`config.mk`:
```
export PLATFORM = sky130hd
export DESIGN_NAME = restoring_divider
export DESIGN_NICKNAME = d
export VERILOG_FILES = /design/src/rtl/restoring_divider_pkg.sv /design/src/rtl/restoring_divider_trial_subtract.sv /design/src/rtl/restoring_divider.sv
export SDC_FILE = /design/constraint.sdc
export NUM_CORES = 1
export LEC_CHECK = 0
export CORE_UTILIZATION = 40
export CTS_BUF_LIST = sky130_fd_sc_hd__clkbuf_2 sky130_fd_sc_hd__clkbuf_4 sky130_fd_sc_hd__clkbuf_8
export CTS_CLUSTER_SIZE = 28
export DETAILED_ROUTE_END_ITERATION = 10
export DONT_BUFFER_PORTS = 1
export PLACE_DENSITY_LB_ADDON = 0.12
export RECOVER_POWER = 25
export SYNTH_ARGS = -nofsm -noshare
export SYNTH_HDL_FRONTEND = slang
export SYNTH_HIERARCHICAL = 1
export SYNTH_SLANG_ARGS = --single-unit
```
`constraint.sdc`:
```
create_clock -name clk -period 3.7 [get_ports clk]
set_input_delay 0.74 -clock clk [delete_from_list [all_inputs] [get_ports clk]]
set_output_delay 0.74 -clock clk [all_outputs]
set_load 0.05 [all_outputs]
```
`src/rtl/restoring_divider_pkg.sv`:
```
// Shared definitions for the restoring divider: default widths, FSM state
// encoding and the full-adder cell used to build the trial subtractor.
package restoring_divider_pkg;

  localparam int DIVIDEND_W = 8;
  localparam int DIVISOR_W  = 4;

  localparam logic [1:0] S_IDLE = 2'd0;
  localparam logic [1:0] S_RUN  = 2'd1;
  localparam logic [1:0] S_DONE = 2'd2;

  // One full-adder cell: returns {carry_out, sum}.
  function automatic logic [1:0] full_adder(input logic a, input logic b, input logic cin);
    logic sum;
    logic cout;
    sum  = a ^ b ^ cin;
    cout = (a & b) | (a & cin) | (b & cin);
    return {cout, sum};
  endfunction

endpackage

```
`src/rtl/restoring_divider_trial_subtract.sv`:
```
// Trial subtraction of the divisor from the shifted partial remainder.
// Ripple chain of full-adder cells computing minuend + ~{0,subtrahend} + 1;
// the final carry-out is high exactly when no borrow occurred.
module trial_subtract
  import restoring_divider_pkg::*;
#(
  parameter int W = DIVISOR_W
) (
  input  logic [W:0]   minuend,
  input  logic [W-1:0] subtrahend,
  output logic [W:0]   difference,
  output logic         no_borrow
);

  logic [W:0] sub_ext_s;

  assign sub_ext_s = {1'b0, subtrahend};

  // Ripple the carry through W+1 full-adder cells with inverted subtrahend bits.
  always_comb begin
    logic       carry_s;
    logic [1:0] fa_s;
    carry_s    = 1'b1;
    fa_s       = 2'b00;
    difference = '0;
    for (int i = 0; i <= W; i++) begin
      fa_s          = full_adder(minuend[i], ~sub_ext_s[i], carry_s);
      difference[i] = fa_s[0];
      carry_s       = fa_s[1];
    end
    no_borrow = carry_s;
  end

endmodule

```
`src/rtl/restoring_divider.sv`:
```
// Sequential unsigned restoring divider, one quotient bit per clock with a
// start/done handshake. Results are registered and held until the next
// completion; a divide by zero reports all-ones quotient and zero remainder.
module restoring_divider
  import restoring_divider_pkg::*;
#(
  parameter int DIVIDEND_W = restoring_divider_pkg::DIVIDEND_W,
  parameter int DIVISOR_W  = restoring_divider_pkg::DIVISOR_W
) (
  input  logic                  clk,
  input  logic                  rst_n,
  input  logic                  start,
  input  logic [DIVIDEND_W-1:0] dividend,
  input  logic [DIVISOR_W-1:0]  divisor,
  output logic                  busy,
  output logic                  done,
  output logic [DIVIDEND_W-1:0] quotient,
  output logic [DIVISOR_W-1:0]  remainder,
  output logic                  div_by_zero
);

  localparam int              CW         = $clog2(DIVIDEND_W + 1);
  localparam logic [CW-1:0]   LAST_COUNT = CW'(DIVIDEND_W);

  logic [1:0]            state_r;
  logic [1:0]            next_state_s;
  logic [CW-1:0]         count_r;
  logic [DIVIDEND_W-1:0] shift_r;
  logic [DIVISOR_W:0]    p_r;
  logic [DIVISOR_W-1:0]  divisor_r;
  logic                  zero_r;
  logic                  accept_s;
  logic                  last_s;
  logic [DIVISOR_W:0]    shifted_s;
  logic [DIVISOR_W:0]    diff_s;
  logic                  no_borrow_s;
  logic                  busy_nxt_s;
  logic                  done_nxt_s;
  logic                  busy_r;
  logic                  done_r;
  logic [DIVIDEND_W-1:0] quotient_r;
  logic [DIVISOR_W-1:0]  remainder_r;
  logic                  dbz_r;

  assign accept_s  = start & (state_r != S_RUN);
  assign last_s    = (count_r == LAST_COUNT);
  assign shifted_s = {p_r[DIVISOR_W-1:0], shift_r[DIVIDEND_W-1]};

  trial_subtract #(.W(DIVISOR_W)) u_trial (
    .minuend    (shifted_s),
    .subtrahend (divisor_r),
    .difference (diff_s),
    .no_borrow  (no_borrow_s)
  );

  // FSM state register.
  always_ff @(posedge clk or negedge rst_n) begin
    if (!rst_n) begin
      state_r <= S_IDLE;
    end else begin
      state_r <= next_state_s;
    end
  end

  // Next-state logic; a zero divisor still passes through RUN for one cycle
  // (counter preset to its last value) so its completion lands one edge later.
  always_comb begin
    next_state_s = S_IDLE;
    case (state_r)
      S_IDLE: begin
        if (accept_s) next_state_s = S_RUN;
        else          next_state_s = S_IDLE;
      end
      S_RUN: begin
        if (last_s) next_state_s = S_DONE;
        else        next_state_s = S_RUN;
      end
      S_DONE: begin
        if (accept_s) next_state_s = S_RUN;
        else          next_state_s = S_IDLE;
      end
      default: next_state_s = S_IDLE;
    endcase
  end

  // Output decode from the next state so busy/done can be registered.
  always_comb begin
    busy_nxt_s = 1'b0;
    done_nxt_s = 1'b0;
    case (next_state_s)
      S_RUN:   busy_nxt_s = 1'b1;
      S_DONE:  done_nxt_s = 1'b1;
      default: begin
        busy_nxt_s = 1'b0;
        done_nxt_s = 1'b0;
      end
    endcase
  end

  // Registered handshake flags.
  always_ff @(posedge clk or negedge rst_n) begin
    if (!rst_n) begin
      busy_r <= 1'b0;
      done_r <= 1'b0;
    end else begin
      busy_r <= busy_nxt_s;
      done_r <= done_nxt_s;
    end
  end

  // Operand capture and one restoring iteration per RUN cycle.
  always_ff @(posedge clk or negedge rst_n) begin
    if (!rst_n) begin
      shift_r   <= '0;
      p_r       <= '0;
      divisor_r <= '0;
      zero_r    <= 1'b0;
      count_r   <= '0;
    end else if (accept_s) begin
      shift_r   <= dividend;
      p_r       <= '0;
      divisor_r <= divisor;
      zero_r    <= (divisor == '0);
      count_r   <= (divisor == '0) ? LAST_COUNT : '0;
    end else if ((state_r == S_RUN) && !last_s) begin
      p_r     <= no_borrow_s ? diff_s : shifted_s;
      shift_r <= {shift_r[DIVIDEND_W-2:0], no_borrow_s};
      count_r <= count_r + {{(CW-1){1'b0}}, 1'b1};
    end else begin
      shift_r   <= shift_r;
      p_r       <= p_r;
      divisor_r <= divisor_r;
      zero_r    <= zero_r;
      count_r   <= count_r;
    end
  end

  // Result registers load only on the transition into DONE.
  always_ff @(posedge clk or negedge rst_n) begin
    if (!rst_n) begin
      quotient_r  <= '0;
      remainder_r <= '0;
      dbz_r       <= 1'b0;
    end else if ((state_r == S_RUN) && last_s) begin
      if (zero_r) begin
        quotient_r  <= '1;
        remainder_r <= '0;
        dbz_r       <= 1'b1;
      end else begin
        quotient_r  <= shift_r;
        remainder_r <= p_r[DIVISOR_W-1:0];
        dbz_r       <= 1'b0;
      end
    end else begin
      quotient_r  <= quotient_r;
      remainder_r <= remainder_r;
      dbz_r       <= dbz_r;
    end
  end

  assign busy        = busy_r;
  assign done        = done_r;
  assign quotient    = quotient_r;
  assign remainder   = remainder_r;
  assign div_by_zero = dbz_r;

endmodule

```
==> flow_results.org <==
** GRT
- The number of antenna violations at the first check in global routing is 0.
- Entering global routing, the biggest net connects 39 pins.
- Number of global-route vias before repair :: 1275
- First-pass GRT wire length :: 5960 µm
- Across every metal layer, demand over resource in global routing totals 16.0%.
- GR Overflow Total :: 0

** Place
- Routability-driven placement finished with a final weighted congestion of 0.786.
- In this run the cell area measured after placement is 0.00187 mm².
- Detailed placement finished with a half-perimeter wire length of 2410 µm.
- Count of buffers from port buffering :: 0

** Critical path
- STA classifies the critical path endpoint as a register.
- In this run the worst setup path begins at shift_r[7].
- Data arrives at the worst endpoint at 2860 ps.
- In this run the worst setup path terminates at p_r[3].
- Setup slack on the worst reg-to-reg path comes out at 1020 ps.
- Worst Path Required :: 3880 ps
- In this run the worst path has a maximum fanout of 5.
- Path depth of the worst reg2reg path :: 12
- Reg2reg end :: p_r[3]
- The worst setup path is of the reg -> reg kind.
- STA classifies the critical path startpoint as a register.
- The worst register-to-register path begins at shift_r[7].

** Route
- Antenna viol nets, final :: 0
- Number of detailed-route iterations in the first pass :: 4
- For this block, the initial DRC count from the detailed router was 47.
- The detailed router placed 1163 vias in this run.
- In the final routed layout, each cell accounts on average for 16.1 µm.
- Vias per inst :: 5.46
- Number of design rule violations left after detail routing :: 0
- Wires add up to 3420 µm.

** Logic synthesis
- After synthesis the cells add up to 0.00183 mm².
- Synthesis produced a netlist whose cell count is 159.
- Synthesized netlist net count :: 181
- Yosys printed 6 warnings.
- Mean instance size in the synthesized netlist :: 11.5 µm²

** STA
- Unrepaired setup endpoints after global routing :: no
- The smallest clock period supported by the final layout is computed as 2680 ps.
- Tightest Pin Transition :: 824 ps
- Setup total negative slack on the finished layout was measured at 0 ps.
- Total count of max-transition violations in the final report :: 0
- Based on the critical path, the design can be clocked at up to 0.373 GHz.
- The hold violation count in the final report is 0.
- Setup violations remaining at the end of the flow were counted as 0.
- The final critical path takes up 72.5% of the cycle.
- Measured against its own limit, the worst slew margin works out to 45.1%.
- Tightest hold margin :: 140 ps
- Post-Route Skew :: 5.34 ps

** Floorplanning
- The floorplan step set the die width to 69.7 µm.
- Number of rows created at floorplan :: 24
- The floorplan step set the die height to 69.7 µm.
- The initial utilization of the core area, before any placement, comes to 41.8%.
- 30 I/O pins were placed.
- The floorplan step defined a core boundary enclosing 0.00438 mm².
- Area enclosed by the die boundary :: 0.00485 mm²

** Power
- IR analysis of the VDD net gives a maximum drop of 434 µV.
- Power density over the cells :: 1040 mW/mm²
- For this design the static power due to leakage is 0.972 nW.

** Status
- Outcome :: finished clean

** Layout
- Fraction of layout instances using a drive strength above 1 :: 16.8%
- Area of all placed cells without fillers :: 0.00198 mm²
- The number of antenna diodes in the final layout is 0.
- Net count reported at finish :: 182
- In the layout the commonest cells are sky130_fd_sc_hd__dfrtp_1 (38), sky130_fd_sc_hd__inv_1 (22), sky130_fd_sc_hd__mux2i_1 (14).
- Compared with the post-synthesis result, the final layout area differs by 8.20%.
- Most common cell after layout, fill and taps aside :: sky130_fd_sc_hd__dfrtp_1

** Clock network
- Counting the buffers created by CTS gives 5.
- Post-CTS setup-driven buffer insertion count :: 0
- Number of sinks on the clock net :: 38
- After clock tree synthesis, the clock-pin slew on the worst setup and hold paths is 70 ps.
- In this run the number of H-tree levels came out at 2.
- Insertion delay of the later-clocked pin in the worst-skew pair :: 290 ps
- Number of gates resized after cts :: 0
- In this run the clock root is driven by a sky130_fd_sc_hd__clkbuf_8.
- Cts hold-fix bufs :: 0
- Counting along the longest clock path gives a buffer depth of 2.
- TritonCTS built the clock tree.

** Job
- Max Cap Violations :: 0

** Min path
- Tightest Hold Check Type :: in -> async
==> through the flow <==
stage	cells	total power, mW	setup WS, ps	util, %
floorplan	159	1.59	1110	-
global placement	205	1.70	1120	42.7
detailed placement	205	1.75	1050	42.7
CTS	213	2.08	1030	45.2
global route	213	2.23	842	45.2
finish	213	2.06	1020	45.2
==> layer usage <==
layer  track usage [%]  routed length (µm)  up-vias
li1                  -                   -      546
met1              18.6                1510      586
met2              26.8                1690       24
met3              5.67                 146        7
met4              6.89                  75        0
met5                 0                   0        -
==> worst max-delay path, cell delays in order, from the launching register on <==
cell                      delay [ps]
sky130_fd_sc_hd__dfrtp_1         390
sky130_fd_sc_hd__inv_1            60
sky130_fd_sc_hd__ha_1            200
sky130_fd_sc_hd__fa_1            370
sky130_fd_sc_hd__fa_1            380
sky130_fd_sc_hd__inv_1            80
sky130_fd_sc_hd__fa_1            150
sky130_fd_sc_hd__inv_1            40
sky130_fd_sc_hd__ha_1            160
sky130_fd_sc_hd__inv_1           190
sky130_fd_sc_hd__mux2i_1         250
sky130_fd_sc_hd__nor3_1           70
sky130_fd_sc_hd__a31o_2          240
==> how the worst min path moves through the flow <==
stage,startpoint,to,slack (ps)
2_1_floorplan,rst_n,busy,440
3_3_place_gp,rst_n,quotient[1],450
3_5_place_dp,rst_n,quotient[1],450
4_1_cts,rst_n,shift_r[4],130
5_1_grt,rst_n,shift_r[4],120
6_report,rst_n,state_r[1],140
==> sequential cells by signal, summed over array words and instances (netlist names) <==
name and cells:
count_r 4, done 1, divisor_r 4, quotient 8
shift_r 8, zero_r 1, div_by_zero 1, remainder 4
state_r 2, busy 1, p_r 4
==> final cells by class <==
cell class                      count  area, µm²
Inverter                           22       82.6
Clock buffer                        8        110
Fill cell                         402       2400
Sequential cell                    38        951
Tap cell                           52       65.1
Timing Repair Buffer                1       7.51
Multi-Input combinational cell     92        764
==> power by group <==
part / leakage (nW) / internal [mW] / switching (mW)
Sequential: 0.473 / 0.603 / 0.405
Clock: 0.0575 / 0.188 / 0.141
Combinational: 0.441 / 0.377 / 0.343
No activity file was read; power rests on OpenSTA's default activity.
